### src/rtl/lsu_pkg.sv
// Shared types, widths, funct3 codes, strobe constants and decode helpers for the load/store unit.
// Build option: define MISALIGN_TRAP_EN to trap misaligned H/W accesses instead of force-aligning them.
package lsu_pkg;

   localparam int unsigned ADDR_WIDTH = 32;
   localparam int unsigned DATA_WIDTH = 32;
   localparam int unsigned STRB_WIDTH = DATA_WIDTH / 8;
   localparam int unsigned F3_WIDTH   = 3;

   localparam logic [1:0] ST_IDLE = 2'd0;
   localparam logic [1:0] ST_REQ  = 2'd1;
   localparam logic [1:0] ST_WAIT = 2'd2;
   localparam logic [1:0] ST_DONE = 2'd3;

   typedef enum logic [1:0] {
      S_IDLE = ST_IDLE,
      S_REQ  = ST_REQ,
      S_WAIT = ST_WAIT,
      S_DONE = ST_DONE
   } lsu_state_e;

   localparam logic [F3_WIDTH-1:0] LSU_B  = 3'b000;
   localparam logic [F3_WIDTH-1:0] LSU_H  = 3'b001;
   localparam logic [F3_WIDTH-1:0] LSU_W  = 3'b010;
   localparam logic [F3_WIDTH-1:0] LSU_BU = 3'b100;
   localparam logic [F3_WIDTH-1:0] LSU_HU = 3'b101;

   localparam logic [STRB_WIDTH-1:0] STRB_B = 4'b0001;
   localparam logic [STRB_WIDTH-1:0] STRB_H = 4'b0011;
   localparam logic [STRB_WIDTH-1:0] STRB_W = 4'b1111;

   // Registered bus request payload held stable while bus_req is up
   typedef struct packed {
      logic [ADDR_WIDTH-1:0] addr;
      logic                  we;
      logic [DATA_WIDTH-1:0] wdata;
      logic [STRB_WIDTH-1:0] wstrb;
   } lsu_req_t;

   // Unsigned widths only exist for loads
   function automatic logic f3_legal(input logic [F3_WIDTH-1:0] f3, input logic we);
      case (f3)
         LSU_B, LSU_H, LSU_W: return 1'b1;
         LSU_BU, LSU_HU:      return ~we;
         default:             return 1'b0;
      endcase
   endfunction

   function automatic logic f3_misaligned(input logic [F3_WIDTH-1:0] f3, input logic [1:0] off);
      case (f3[1:0])
         2'b01:   return off[0];
         2'b10:   return off != 2'b00;
         default: return 1'b0;
      endcase
   endfunction

   function automatic logic [1:0] f3_align(input logic [F3_WIDTH-1:0] f3, input logic [1:0] off);
      case (f3[1:0])
         2'b01:   return {off[1], 1'b0};
         2'b10:   return 2'b00;
         default: return off;
      endcase
   endfunction

endpackage

### src/rtl/lsu_if.sv
// Data-bus interface between the load/store unit (master) and memory (slave).
interface lsu_if;
   import lsu_pkg::*;

   logic                  bus_req;
   logic                  bus_we;
   logic [ADDR_WIDTH-1:0] bus_addr;
   logic [DATA_WIDTH-1:0] bus_wdata;
   logic [STRB_WIDTH-1:0] bus_wstrb;
   logic                  bus_gnt;
   logic                  bus_rvalid;
   logic [DATA_WIDTH-1:0] bus_rdata;

   modport master (
      output bus_req, bus_we, bus_addr, bus_wdata, bus_wstrb,
      input  bus_gnt, bus_rvalid, bus_rdata
   );

   modport slave (
      input  bus_req, bus_we, bus_addr, bus_wdata, bus_wstrb,
      output bus_gnt, bus_rvalid, bus_rdata
   );

endinterface

### src/rtl/lsu_align.sv
// Combinational byte-lane logic: store strobe/data replication and load lane extraction/extension.
module lsu_align
   import lsu_pkg::*;
(
   input  logic [F3_WIDTH-1:0]   st_funct3,
   input  logic [1:0]            st_off,
   input  logic [DATA_WIDTH-1:0] st_data,
   output logic [STRB_WIDTH-1:0] wstrb,
   output logic [DATA_WIDTH-1:0] wdata,
   input  logic [F3_WIDTH-1:0]   ld_funct3,
   input  logic [1:0]            ld_off,
   input  logic [DATA_WIDTH-1:0] rdata,
   output logic [DATA_WIDTH-1:0] ld_data
);

   logic [7:0]  byte_sel;
   logic [15:0] half_sel;

   // Store path: strobes follow the offset, data is replicated across every lane
   always_comb begin
      wstrb = '0;
      wdata = '0;
      case (st_funct3)
         LSU_B: begin
            wstrb = STRB_B << st_off;
            wdata = {4{st_data[7:0]}};
         end
         LSU_H: begin
            wstrb = STRB_H << {st_off[1], 1'b0};
            wdata = {2{st_data[15:0]}};
         end
         LSU_W: begin
            wstrb = STRB_W;
            wdata = st_data;
         end
         default: begin
            wstrb = '0;
            wdata = '0;
         end
      endcase
   end

   always_comb begin
      byte_sel = rdata[7:0];
      case (ld_off)
         2'd0:    byte_sel = rdata[7:0];
         2'd1:    byte_sel = rdata[15:8];
         2'd2:    byte_sel = rdata[23:16];
         default: byte_sel = rdata[31:24];
      endcase
      half_sel = ld_off[1] ? rdata[31:16] : rdata[15:0];
   end

   always_comb begin
      ld_data = '0;
      case (ld_funct3)
         LSU_B:   ld_data = {{24{byte_sel[7]}}, byte_sel};
         LSU_BU:  ld_data = {24'd0, byte_sel};
         LSU_H:   ld_data = {{16{half_sel[15]}}, half_sel};
         LSU_HU:  ld_data = {16'd0, half_sel};
         LSU_W:   ld_data = rdata;
         default: ld_data = '0;
      endcase
   end

endmodule

### src/rtl/load_store_unit.sv
// Load/store unit: multi-cycle req/gnt/rvalid bus access with core stall and one-cycle done pulse.
// Build option: MISALIGN_TRAP_EN adds misalign_trap and suppresses the bus access for misaligned H/W.
module load_store_unit
   import lsu_pkg::*;
(
   input  logic                  clk,
   input  logic                  rst,
   input  logic                  lsu_valid,
   input  logic                  mem_read,
   input  logic                  mem_write,
   input  logic [F3_WIDTH-1:0]   funct3,
   input  logic [ADDR_WIDTH-1:0] addr,
   input  logic [DATA_WIDTH-1:0] store_data,
   output logic                  lsu_stall,
   output logic                  lsu_done,
   output logic [DATA_WIDTH-1:0] load_data,
   lsu_if.master                 bus
`ifdef MISALIGN_TRAP_EN
   ,
   output logic                  misalign_trap
`endif
);

   lsu_state_e            state;
   lsu_req_t              req_q;
   logic [F3_WIDTH-1:0]   f3_q;
   logic [1:0]            off_q;

   logic                  start;
   logic                  legal;
   logic                  trap_hit;
   logic                  bypass;
   logic [1:0]            off_n;
   logic [STRB_WIDTH-1:0] st_wstrb;
   logic [DATA_WIDTH-1:0] st_wdata;
   logic [DATA_WIDTH-1:0] ld_ext;

   assign start = lsu_valid & (mem_read | mem_write);
   assign legal = f3_legal(funct3, mem_write);

`ifdef MISALIGN_TRAP_EN
   logic trap_q;
   assign trap_hit      = legal & f3_misaligned(funct3, addr[1:0]);
   assign off_n         = addr[1:0];
   assign misalign_trap = trap_q;
`else
   // Without trapping, misaligned H/W silently drop the offending low bits
   assign trap_hit = 1'b0;
   assign off_n    = f3_align(funct3, addr[1:0]);
`endif

   assign bypass = ~legal | trap_hit;

   lsu_align u_align (
      .st_funct3 (funct3),
      .st_off    (off_n),
      .st_data   (store_data),
      .wstrb     (st_wstrb),
      .wdata     (st_wdata),
      .ld_funct3 (f3_q),
      .ld_off    (off_q),
      .rdata     (bus.bus_rdata),
      .ld_data   (ld_ext)
   );

   // Access sequencer; rvalid is only honoured in WAIT so early or late data is ignored
   always_ff @(posedge clk) begin
      if (rst) begin
         state     <= S_IDLE;
         req_q     <= '0;
         f3_q      <= '0;
         off_q     <= '0;
         load_data <= '0;
`ifdef MISALIGN_TRAP_EN
         trap_q    <= 1'b0;
`endif
      end else begin
         case (state)
            S_IDLE: begin
               if (start) begin
                  req_q.addr  <= {addr[ADDR_WIDTH-1:2], 2'b00};
                  req_q.we    <= mem_write;
                  req_q.wdata <= st_wdata;
                  req_q.wstrb <= st_wstrb;
                  f3_q        <= funct3;
                  off_q       <= off_n;
                  load_data   <= '0;
`ifdef MISALIGN_TRAP_EN
                  trap_q      <= trap_hit;
`endif
                  state       <= bypass ? S_DONE : S_REQ;
               end
            end
            S_REQ: begin
               if (bus.bus_gnt) begin
                  state <= req_q.we ? S_DONE : S_WAIT;
               end
            end
            S_WAIT: begin
               if (bus.bus_rvalid) begin
                  load_data <= ld_ext;
                  state     <= S_DONE;
               end
            end
            S_DONE: begin
`ifdef MISALIGN_TRAP_EN
               trap_q <= 1'b0;
`endif
               state  <= S_IDLE;
            end
            default: state <= S_IDLE;
         endcase
      end
   end

   // Request and stall are gated by rst so a reset drops them in the cycle it is asserted
   assign bus.bus_req   = (state == S_REQ) & ~rst;
   assign bus.bus_we    = req_q.we;
   assign bus.bus_addr  = req_q.addr;
   assign bus.bus_wdata = req_q.wdata;
   assign bus.bus_wstrb = req_q.wstrb;

   assign lsu_stall = ~rst & ((state == S_REQ) | (state == S_WAIT) | ((state == S_IDLE) & start));
   assign lsu_done  = (state == S_DONE);

endmodule
### src/flat_wrapper.sv
// flat-port wrapper written by rule: the top's interface ports become plain ports
module load_store_unit_flat import lsu_pkg::*;
  (clk, rst, lsu_valid, mem_read, mem_write, funct3, addr, store_data, lsu_stall, lsu_done, load_data, bus_bus_req, bus_bus_we, bus_bus_addr, bus_bus_wdata, bus_bus_wstrb, bus_bus_gnt, bus_bus_rvalid, bus_bus_rdata);
  lsu_if bus_i ();
  input  logic clk;
  input  logic rst;
  input  logic lsu_valid;
  input  logic mem_read;
  input  logic mem_write;
  input  logic [F3_WIDTH-1:0] funct3;
  input  logic [ADDR_WIDTH-1:0] addr;
  input  logic [DATA_WIDTH-1:0] store_data;
  output logic lsu_stall;
  output logic lsu_done;
  output logic [DATA_WIDTH-1:0] load_data;
  output wire logic [$bits(bus_i.bus_req)-1:0] bus_bus_req;
  output wire logic [$bits(bus_i.bus_we)-1:0] bus_bus_we;
  output wire logic [$bits(bus_i.bus_addr)-1:0] bus_bus_addr;
  output wire logic [$bits(bus_i.bus_wdata)-1:0] bus_bus_wdata;
  output wire logic [$bits(bus_i.bus_wstrb)-1:0] bus_bus_wstrb;
  input wire logic [$bits(bus_i.bus_gnt)-1:0] bus_bus_gnt;
  input wire logic [$bits(bus_i.bus_rvalid)-1:0] bus_bus_rvalid;
  input wire logic [$bits(bus_i.bus_rdata)-1:0] bus_bus_rdata;
  assign bus_bus_req = bus_i.bus_req;
  assign bus_bus_we = bus_i.bus_we;
  assign bus_bus_addr = bus_i.bus_addr;
  assign bus_bus_wdata = bus_i.bus_wdata;
  assign bus_bus_wstrb = bus_i.bus_wstrb;
  assign bus_i.bus_gnt = bus_bus_gnt;
  assign bus_i.bus_rvalid = bus_bus_rvalid;
  assign bus_i.bus_rdata = bus_bus_rdata;
  load_store_unit u_core (.clk(clk), .rst(rst), .lsu_valid(lsu_valid), .mem_read(mem_read), .mem_write(mem_write), .funct3(funct3), .addr(addr), .store_data(store_data), .lsu_stall(lsu_stall), .lsu_done(lsu_done), .load_data(load_data), .bus(bus_i));
endmodule
### config.mk
export PLATFORM = sky130hd
export DESIGN_NAME = load_store_unit_flat
export DESIGN_NICKNAME = d
export VERILOG_FILES = /design/src/rtl/lsu_pkg.sv /design/src/rtl/lsu_if.sv /design/src/rtl/lsu_align.sv /design/src/rtl/load_store_unit.sv /design/src/flat_wrapper.sv
export SDC_FILE = /design/constraint.sdc
export NUM_CORES = 1
export LEC_CHECK = 0
export CAP_MARGIN = 5
export CORE_MARGIN = 2
export CORE_UTILIZATION = 30
export DETAILED_ROUTE_END_ITERATION = 16
export HOLD_SLACK_MARGIN = 0.02
export PLACE_DENSITY_LB_ADDON = 0.05
export SYNTH_ARGS = -nofsm -noshare
export SYNTH_HDL_FRONTEND = slang
export SYNTH_SLANG_ARGS = --single-unit
### constraint.sdc
create_clock -name clk -period 3.3 [get_ports clk]
set_input_delay 0.495 -clock clk [delete_from_list [all_inputs] [get_ports clk]]
set_output_delay 0.495 -clock clk [all_outputs]
set_load 0.01 [all_outputs]
==> results.md, run 1 <==
* Outcome: complete, no violations
* Critical path's top delay family: buffers and inverters
* Total setup buffers inserted after CTS at 0
* Slew Limit Headroom at 48.7%
* Max-cap violations at 0
* Initial DRT Pass Iterations at 5
* Most common cell on crit path: nor2_1
* CP startpoint kind: flop
* Pwr/cell area at 576 mW/mm²
* Req. time, crit path at approximately 2.8 ns
* Reg clk slew, reported paths at 0.07 ns
* All-layer global routing usage at 18.9%
* Post-synth cell types at 45
* Setup TNS after final layout at 0 ns
* F_max at 391 MHz
* Area growth from synthesis to layout at 52.4%
* Post-CTS Hold Fix Bufs at 0
* Maximum VDD drop at between 0.2 and 0.3 mV
* PostCTS Resize Cnt at 0
* WHS Path Cells at 2
* Cell taking the most area after synthesis: dfxtp_1
* HPWL Detailed at 11800 µm
* Post-synth top area share at 44.8%
* Leakage at 2.48 nW
* Async SR Flop Fraction at 0%
* Vias/cell at 4.94
* Critical Path AT at 2.06 ns
* Yosys warning total at 0
* Number of global-route vias before repair at around 4600
* CTS tree: done
* Maximum root-to-sink buffer count at 2
* Critical Path End Type: primary output
* Final Cycle Share at 77.5%
* Wire per inst at 16.4 µm
* RePlAce Congestion at 0.856
* DR DRC count at 0
* Fillers at 1511
* Min Tclk post-route at 2.56 ns
* Gr ovfl total at 0
* Crit Reg-Reg Endpoint: u_core.bus.bus_wdata[27]
* Syn_area_per_cell at approximately 8.2 µm²
* Core area at around 0.015 mm²
* Row cnt at 45
* Hold EP: u_core.bus.bus_we
* Chip width at 130 µm
* Max layer used: met4
* Final Util at between 40% and 50%
* Final ANT Viol Nets at 0
* Main synth FF type: dfxtp_1
* Worst Path Buf+Inv at 2
* Met1 wire length at between 7000 and 8000 µm
* Worst-skew pair later-pin latency at 0.35 ns
* CTS Sinks at 106
* # nets final at 867
* First-pass GRT wire length at 25000 µm
* Crit Path Class: flop to primary output
* Crit path largest cell delay at 0.57 ns
* Post-route cell area at 0.00722 mm²
* Reg area at between 0.002 and 0.0025 mm²
* Die area at 0.0168 mm²
* I/O pins at 210
* Final WL at 15900 µm
* Register area share after synthesis at ~45%
* Most common cell after layout, fill and taps aside: clkdlybuf4s50_1
* Initial antenna violation count at 0
* Final hold viol count at 0
* Mapped Area at 0.00474 mm²
* Placed insts at 954
* Post-synth EDFFs at 0
* Slowest cell on the critical path: clkdlybuf4s50_1
* Met2 routed WL at 7090 µm
* Critical Path, Cell by Cell: inv_1 > ha_1 > o211a_2 > nor2_1 > nor2_1 > clkdlybuf4s50_1
* Least-Margin Pin Slew at approximately 0.77 ns
* Synth Instances at approximately 580
* Root cell of the clock tree: clkbuf_16
* Multi-input logic area at between 0.002 and 0.0025 mm²
* Commonest cells after routing, fill and taps aside: clkdlybuf4s50_1, nand2_1, dfxtp_1
* CTS H-tree lvls at 3
* Max Fanout on Critical Path at 9
* Register bit total from synthesis at 106
* Area after DPL at 0.00693 mm²
* Hold Path Class: primary input to flop
* Share of cells above drive strength 1 at 5.67%
* DRT iter0 DRCs at 218
* # diodes at 0
* # setup viols final at 0
* Non-filler instance count after layout at 970
* DR WL met3 at 1130 µm
* Number of port buffers at 207
* Largest net degree at the start of global routing at 72
* Worst r2r src: u_core.state[0]
* Vias at around 4800
* Flop-to-flop setup slack at 0.83 ns
* Initial core utilization at 30.9%
* CTS Buf Count at 9
* Hold path start: rst
* Chip height at 130 µm
* RSZ-0062 raised after global routing: false
* Clock Skew at 0.00852 ns
* Area contributors post-synth: dfxtp_1, nand2_1, a21oi_1
* R2R depth at 7
* Fin. max-slew vios at 0
[cell families after synthesis]
| family | count (synthesis) | synth area share, % |
|---|---|---|
| buffers and inverters | 59 | 5.54 |
| other | 1 | 0.0791 |
| and+or+nand+nor | 231 | 20.9 |
| muxes | 10 | 2.30 |
| AOI/OAI and AO/OA | 162 | 24.6 |
| DFF | 106 | 44.8 |
| adders and majority gates | 7 | 1.85 |
[synthesized netlist by cell type, types with 2 or more instances]
| master | count |
|---|---|
| clkbuf_1 | 26 |
| nand3b_1 | 2 |
| o2bb2ai_1 | 26 |
| nor3_1 | 30 |
| a211oi_1 | 6 |
| a311oi_1 | 9 |
| o21bai_1 | 2 |
| o21ai_0 | 5 |
| a22oi_1 | 16 |
| buf_1 | 15 |
| buf_2 | 6 |
| buf_4 | 3 |
| o21ai_1 | 3 |
| a221o_1 | 6 |
| nor2_1 | 52 |
| mux2i_1 | 3 |
| inv_1 | 6 |
| dfxtp_1 | 106 |
| a21oi_1 | 52 |
| buf_6 | 3 |
| nand2b_1 | 7 |
| ha_1 | 7 |
| mux2_2 | 7 |
| nand2_1 | 119 |
| a221oi_1 | 20 |
| nand3_1 | 7 |
| a21o_1 | 8 |
| nor2b_1 | 7 |
[through the flow]
stage	setup WS (ns)	power [mW]	hold WS [ns]
after floorplan	1.21	2.40	0.473
after global placement	0.632	3.08	0.442
after detailed placement	0.555	3.11	0.449
after CTS	0.710	4.21	0.413
after global routing	0.570	4.43	0.425
final	0.744	4.16	0.417
[power breakdown]
group	internal, mW	total (mW)	switching, mW
logic	0.714	1.47	0.756
registers	1.47	1.60	0.126
clock network	0.610	1.09	0.481
total	2.79	4.16	1.36
[area by class of cell]
class                           count  share of cell area (%)
Multi-Input combinational cell    412                    32.7
Timing Repair Buffer              219                    29.9
Sequential cell                   106                    29.4
Tap cell                          211                    3.65
Clock buffer                       12                    3.41
Clock inverter                      4                   0.710
Inverter                            6                   0.312
[routing by layer]
layer	global-route usage, %	up-vias
met1	25.8	2226
met5	0	-
met4	6.39	0
met3	5.08	14
met2	29.0	163
li1	-	2393
[worst max-delay path by stage]
stage / endpoint / depth (start not counted) / slack (ns) / start
finish: lsu_stall / 6 / 0.74 / u_core.state[0]
global route: u_core.bus.bus_wdata[31] / 7 / 0.57 / u_core.state[0]
CTS: lsu_stall / 6 / 0.71 / u_core.state[0]
detailed placement: u_core.bus.bus_wdata[27] / 6 / 0.56 / mem_write
global placement: u_core.bus.bus_wdata[31] / 6 / 0.63 / mem_write
floorplan: lsu_stall / 8 / 1.21 / u_core.state[0]
[sequential cells by signal, summed over array words and instances, names as in the netlist]
register / flops
u_core.bus.bus_addr: 30
u_core.state: 2
u_core.bus.bus_we: 1
u_core.load_data: 32
u_core.off_q: 2
u_core.bus.bus_wstrb: 4
u_core.bus.bus_wdata: 32
u_core.f3_q: 3
Power figures use the tool's default switching activity.
==> run 2: changes to the inputs <==
==> constraint.sdc (replaced) <==
create_clock -name clk -period 2.56 [get_ports clk]
set_input_delay 0.384 -clock clk [delete_from_list [all_inputs] [get_ports clk]]
set_output_delay 0.384 -clock clk [all_outputs]
set_load 0.01 [all_outputs]
==> results.md, run 2 (same netlist as run 1, synthesis figures left out) <==
* First-pass GRT wire length at between 20000 and 30000 µm
* Outcome: complete, no violations
* Initial antenna violation count at 0
* DR DRC count at 0
* Vias/cell at 4.93
* Gr ovfl total at 0
* Pwr/cell area at 727 mW/mm²
* Final WL at between 15000 and 20000 µm
* Most common cell after layout, fill and taps aside: clkdlybuf4s50_1
* Area growth from synthesis to layout at 53.6%
* RSZ-0062 raised after global routing: false
* Post-CTS Hold Fix Bufs at 0
* Pre-CTS WS at around 0.13 ns
* Worst Path Buf+Inv at 2
* Chip width at 130 µm
* Worst-skew pair later-pin latency at 0.35 ns
* Row cnt at 45
* Hold Path Class: primary input to flop
* Non-filler instance count after layout at 979
* Max-cap violations at 0
* Final Cycle Share at 92.4%
* Fin. max-slew vios at 0
* Share of cells above drive strength 1 at under 10%
* Hold path start: rst
* Maximum VDD drop at 0.391 mV
* # nets final at 876
* CP startpoint kind: flop
* Final WS setup at 0.194 ns
* Crit path largest cell delay at 0.57 ns
* Met1 wire length at ~7300 µm
* Slew Limit Headroom at 54.2%
* Levels on crit path at 6
* Core area at 0.0153 mm²
* Crit Path Class: flop to primary output
* Critical Path AT at 1.98 ns
* Setup TNS after final layout at 0 ns
* Maximum root-to-sink buffer count at 2
* Largest net degree at the start of global routing at 51
* Number of port buffers at 207
* # setup viols final at 0
* Die area at 0.0168 mm²
* CTS H-tree lvls at 3
* Hold EP: u_core.bus.bus_we
* # diodes at 0
* Max Fanout on Critical Path at 9
* Min Tclk post-route at 2.37 ns
* DRT iter0 DRCs at 275
* RePlAce Congestion at 0.822
* Initial core utilization at 30.9%
* CTS Sinks at 106
* Final Power at approximately 5.3 mW
* Initial DRT Pass Iterations at 5
* All-layer global routing usage at 19.0%
* Max layer used: met4
* Final hold viol count at 0
* Leakage at between 2 and 3 nW
* Commonest cells after routing, fill and taps aside: clkdlybuf4s50_1, nand2_1, dfxtp_1
* Wire per inst at roughly 16 µm
* Clock Skew at 0.00621 ns
* HPWL Detailed at 12000 µm
* Req. time, crit path at 2.18 ns
* Placed insts at 963
* Total setup buffers inserted after CTS at 0
* Critical Path End Type: primary output
* Slowest cell on the critical path: clkdlybuf4s50_1
* WHS Path Cells at 2
* R2R depth at 6
* Critical path's top delay family: buffers and inverters
* Number of global-route vias before repair at about 4700
* Reg clk slew, reported paths at 0.07 ns
* F_max at 423 MHz
* CTS tree: done
* Crit Reg-Reg Endpoint: u_core.load_data[23]
* Final ANT Viol Nets at 0
* CTS Buf Count at 9
* Flop-to-flop setup slack at between 0.3 and 0.4 ns
* Least-Margin Pin Slew at 0.686 ns
* Worst r2r src: u_core.state[0]
* Most common cell on crit path: nor2_1
* Vias at a little under 5000
* I/O pins at 210
* Critical Path, Cell by Cell: inv_1 > ha_2 > o211a_2 > nor2_1 > nor2_1 > clkdlybuf4s50_1
* Chip height at about 130 µm
* DR WL met3 at 1260 µm
* Met2 routed WL at 7150 µm
* Root cell of the clock tree: clkbuf_16
==> run 2: report_power, final <==
part           total [mW]  switching, mW  leakage [nW]  internal [mW]
Sequential           2.05          0.152         0.863           1.90
Combinational        1.96          0.997          1.52          0.963
Clock                1.29          0.627         0.121          0.660
==> run 2: per-layer routing <==
metal	global-route usage (%)	vias up
met5	0	-
met2	28.5	157
met3	7.30	16
met1	25.3	2245
li1	-	2411
met4	5.82	0
==> run 2: stage by stage <==
step	util [%]	instance area (µm²)	hold WS [ns]
2_1_floorplan	-	4740	0.473
3_3_place_gp	45.8	7010	0.441
3_5_place_dp	45.8	7010	0.447
4_1_cts	47.5	7280	0.320
5_1_grt	47.5	7280	0.339
6_report	47.5	7280	0.329
==> run 2: final cells by class <==
cell class / count / area, µm²
tap: 211 / 264
timing repair buffer: 228 / 2240
sequential: 106 / 2120
fill: 1558 / 8030
clock inverter: 6 / 43.8
clock buffer: 10 / 229
inverter: 6 / 22.5
multi-input combinational: 412 / 2360
==> run 2: worst max-delay path by stage <==
stage	startpoint	end
final	u_core.state[0]	lsu_stall
after global routing	u_core.state[0]	lsu_stall
after CTS	u_core.state[0]	lsu_stall
after detailed placement	funct3[0]	u_core.bus.bus_wdata[8]
after global placement	mem_write	u_core.load_data[18]
after floorplan	u_core.state[0]	lsu_stall
==> run 2: timing repair <==
item,in CTS,in global routing
endpoints found under the setup margin,0,1
resized for setup,0,1
hold endpoints to repair,0,0
==> run 3: changes to the inputs <==
--- a/config.mk
+++ b/config.mk
@@ -5,7 +5,6 @@
 export SDC_FILE = /design/constraint.sdc
 export NUM_CORES = 1
 export LEC_CHECK = 0
-export CAP_MARGIN = 5
 export CORE_MARGIN = 2
 export CORE_UTILIZATION = 30
 export DETAILED_ROUTE_END_ITERATION = 16
@@ -14,3 +13,4 @@
 export SYNTH_ARGS = -nofsm -noshare
 export SYNTH_HDL_FRONTEND = slang
 export SYNTH_SLANG_ARGS = --single-unit
+export TNS_END_PERCENT = 10
==> constraint.sdc (replaced) <==
create_clock -name clk -period 2.25 [get_ports clk]
set_input_delay 0.3375 -clock clk [delete_from_list [all_inputs] [get_ports clk]]
set_output_delay 0.3375 -clock clk [all_outputs]
set_load 0.01 [all_outputs]
==> results.md, run 3 (same netlist as run 1, synthesis figures left out) <==
* Maximum root-to-sink buffer count at 2
* Fin. max-slew vios at 0
* All-layer global routing usage at around a fifth
* Final Cycle Share at 90.3%
* HPWL Detailed at 12300 µm
* # diodes at 0
* F_max at 492 MHz
* Final WS setup at 0.218 ns
* Least-Margin Pin Slew at around 1.2 ns
* Final WL at 16400 µm
* Initial core utilization at between 30% and 40%
* Vias at 4872
* Row cnt at 45
* CTS tree: done
* Core area at roughly 0.015 mm²
* CTS H-tree lvls at 3
* Most common cell after layout, fill and taps aside: clkdlybuf4s50_1
* RePlAce Congestion at 0.861
* Pre-CTS WS at -0.151 ns
* # setup viols final at 0
* Area after DPL at 0.00704 mm²
* Root cell of the clock tree: clkbuf_16
* Req. time, crit path at between 1.5 and 2 ns
* Gr ovfl total at 0
* RSZ-0062 raised after global routing: false
* Placed insts at 968
* Chip height at 130 µm
* Max Fanout on Critical Path at 5
* Max-cap violations at 0
* I/O pins at 210
* Number of global-route vias before repair at approximately 4700
* Critical Path, Cell by Cell: inv_1 > ha_1 > nor2b_1 > clkdlybuf4s50_1
* Pwr/cell area at 846 mW/mm²
* # nets final at 882
* Vias/cell at 4.95
* Final ANT Viol Nets at 0
* Die area at between 0.015 and 0.02 mm²
* Initial DRT Pass Iterations at 4
* Number of port buffers at 207
* CTS Buf Count at 9
* Critical Path End Type: primary output
* Slew Limit Headroom at 18.5%
* Crit path largest cell delay at roughly 0.57 ns
* Final hold viol count at 0
* DR DRC count at 0
* Clock Skew at 0.0102 ns
* Chip width at between 100 and 150 µm
* Share of cells above drive strength 1 at 7.76%
* Critical Path AT at approximately 1.7 ns
* CTS Sinks at roughly 110
* Worst-skew pair later-pin latency at 0.35 ns
* Fillers at 1559
* Min Tclk post-route at 2.03 ns
* Reg clk slew, reported paths at about 0.07 ns
* Initial antenna violation count at 0
* Crit Path Class: flop to primary output
* Maximum VDD drop at 0.534 mV
* Largest net degree at the start of global routing at 47
* DRT iter0 DRCs at between 200 and 300
* Leakage at 2.58 nW
* CP startpoint kind: flop
* Outcome: complete, no violations
* Slowest cell on the critical path: clkdlybuf4s50_1
* Worst hold slack at 0.420 ns
* Setup TNS after final layout at 0 ns
* First-pass GRT wire length at 25900 µm
* Area growth from synthesis to layout at 55.3%
* Commonest cells after routing, fill and taps aside: clkdlybuf4s50_1, nand2_1, dfxtp_1
* Final Util at 48.1%
* Post-route cell area at 0.00736 mm²
* Wire per inst at 16.6 µm
* Final Power at 6.22 mW
* Non-filler instance count after layout at 984
* Post-CTS Hold Fix Bufs at 0
* Hold Path Class: primary input to flop
## run 3: cell type report
cell class | instances | area, µm² | share of cell area, %
clock buffers | 11 | 253 | 3.43
clock inverters | 4 | 51.3 | 0.697
inverters | 6 | 22.5 | 0.306
multi-input cells | 412 | 2360 | 32.1
flip-flops and latches | 106 | 2120 | 28.9
well taps | 211 | 264 | 3.59
repair buffers | 234 | 2280 | 31.0
## run 3: final timing paths
path | from | endpoint | slack [ns] | cells after the start
setup / recovery | u_core.state[1] | bus_bus_req | 0.22 | 4
hold / removal | rst | u_core.state[1] | 0.42 | 3
setup reg to reg | u_core.f3_q[0] | u_core.load_data[3] | 0.23 | 5
hold reg to reg | u_core.bus.bus_addr[19] | u_core.bus.bus_addr[19] | 0.45 | 2
## run 3: repair_timing
item / 4_1_cts / 5_1_grt
setup buffers: 0 / 0
gates resized for setup: 0 / 2
endpoints found under the setup margin: 0 / 1
## run 3: routing by layer
metal | wire, µm | vias to the layer above | part of all wire [%] | GRT usage (%)
li1 | - | 2427 | - | -
met1 | 7680 | 2262 | 47 | 26.6
met2 | 7090 | 164 | 43 | 29.0
met3 | 1290 | 19 | 7.9 | 7.13
met4 | 305 | 0 | 1.9 | 5.76
met5 | 0 | - | 0 | 0
## run 3: critical path: cells and delay by family, from the launching register on
| family | cells | cell delay, ns |
|---|---|---|
| fa+ha+maj | 1 | 0.19 |
| buf+inv | 2 | 0.65 |
| flops | 1 | 0.35 |
| simple gates | 1 | 0.15 |
## run 3: where the power goes
| group | switching (mW) | internal [mW] |
|---|---|---|
| logic | 1.15 | 1.11 |
| clock network | 0.712 | 0.918 |
| registers | 0.177 | 2.16 |
| total | 2.04 | 4.19 |
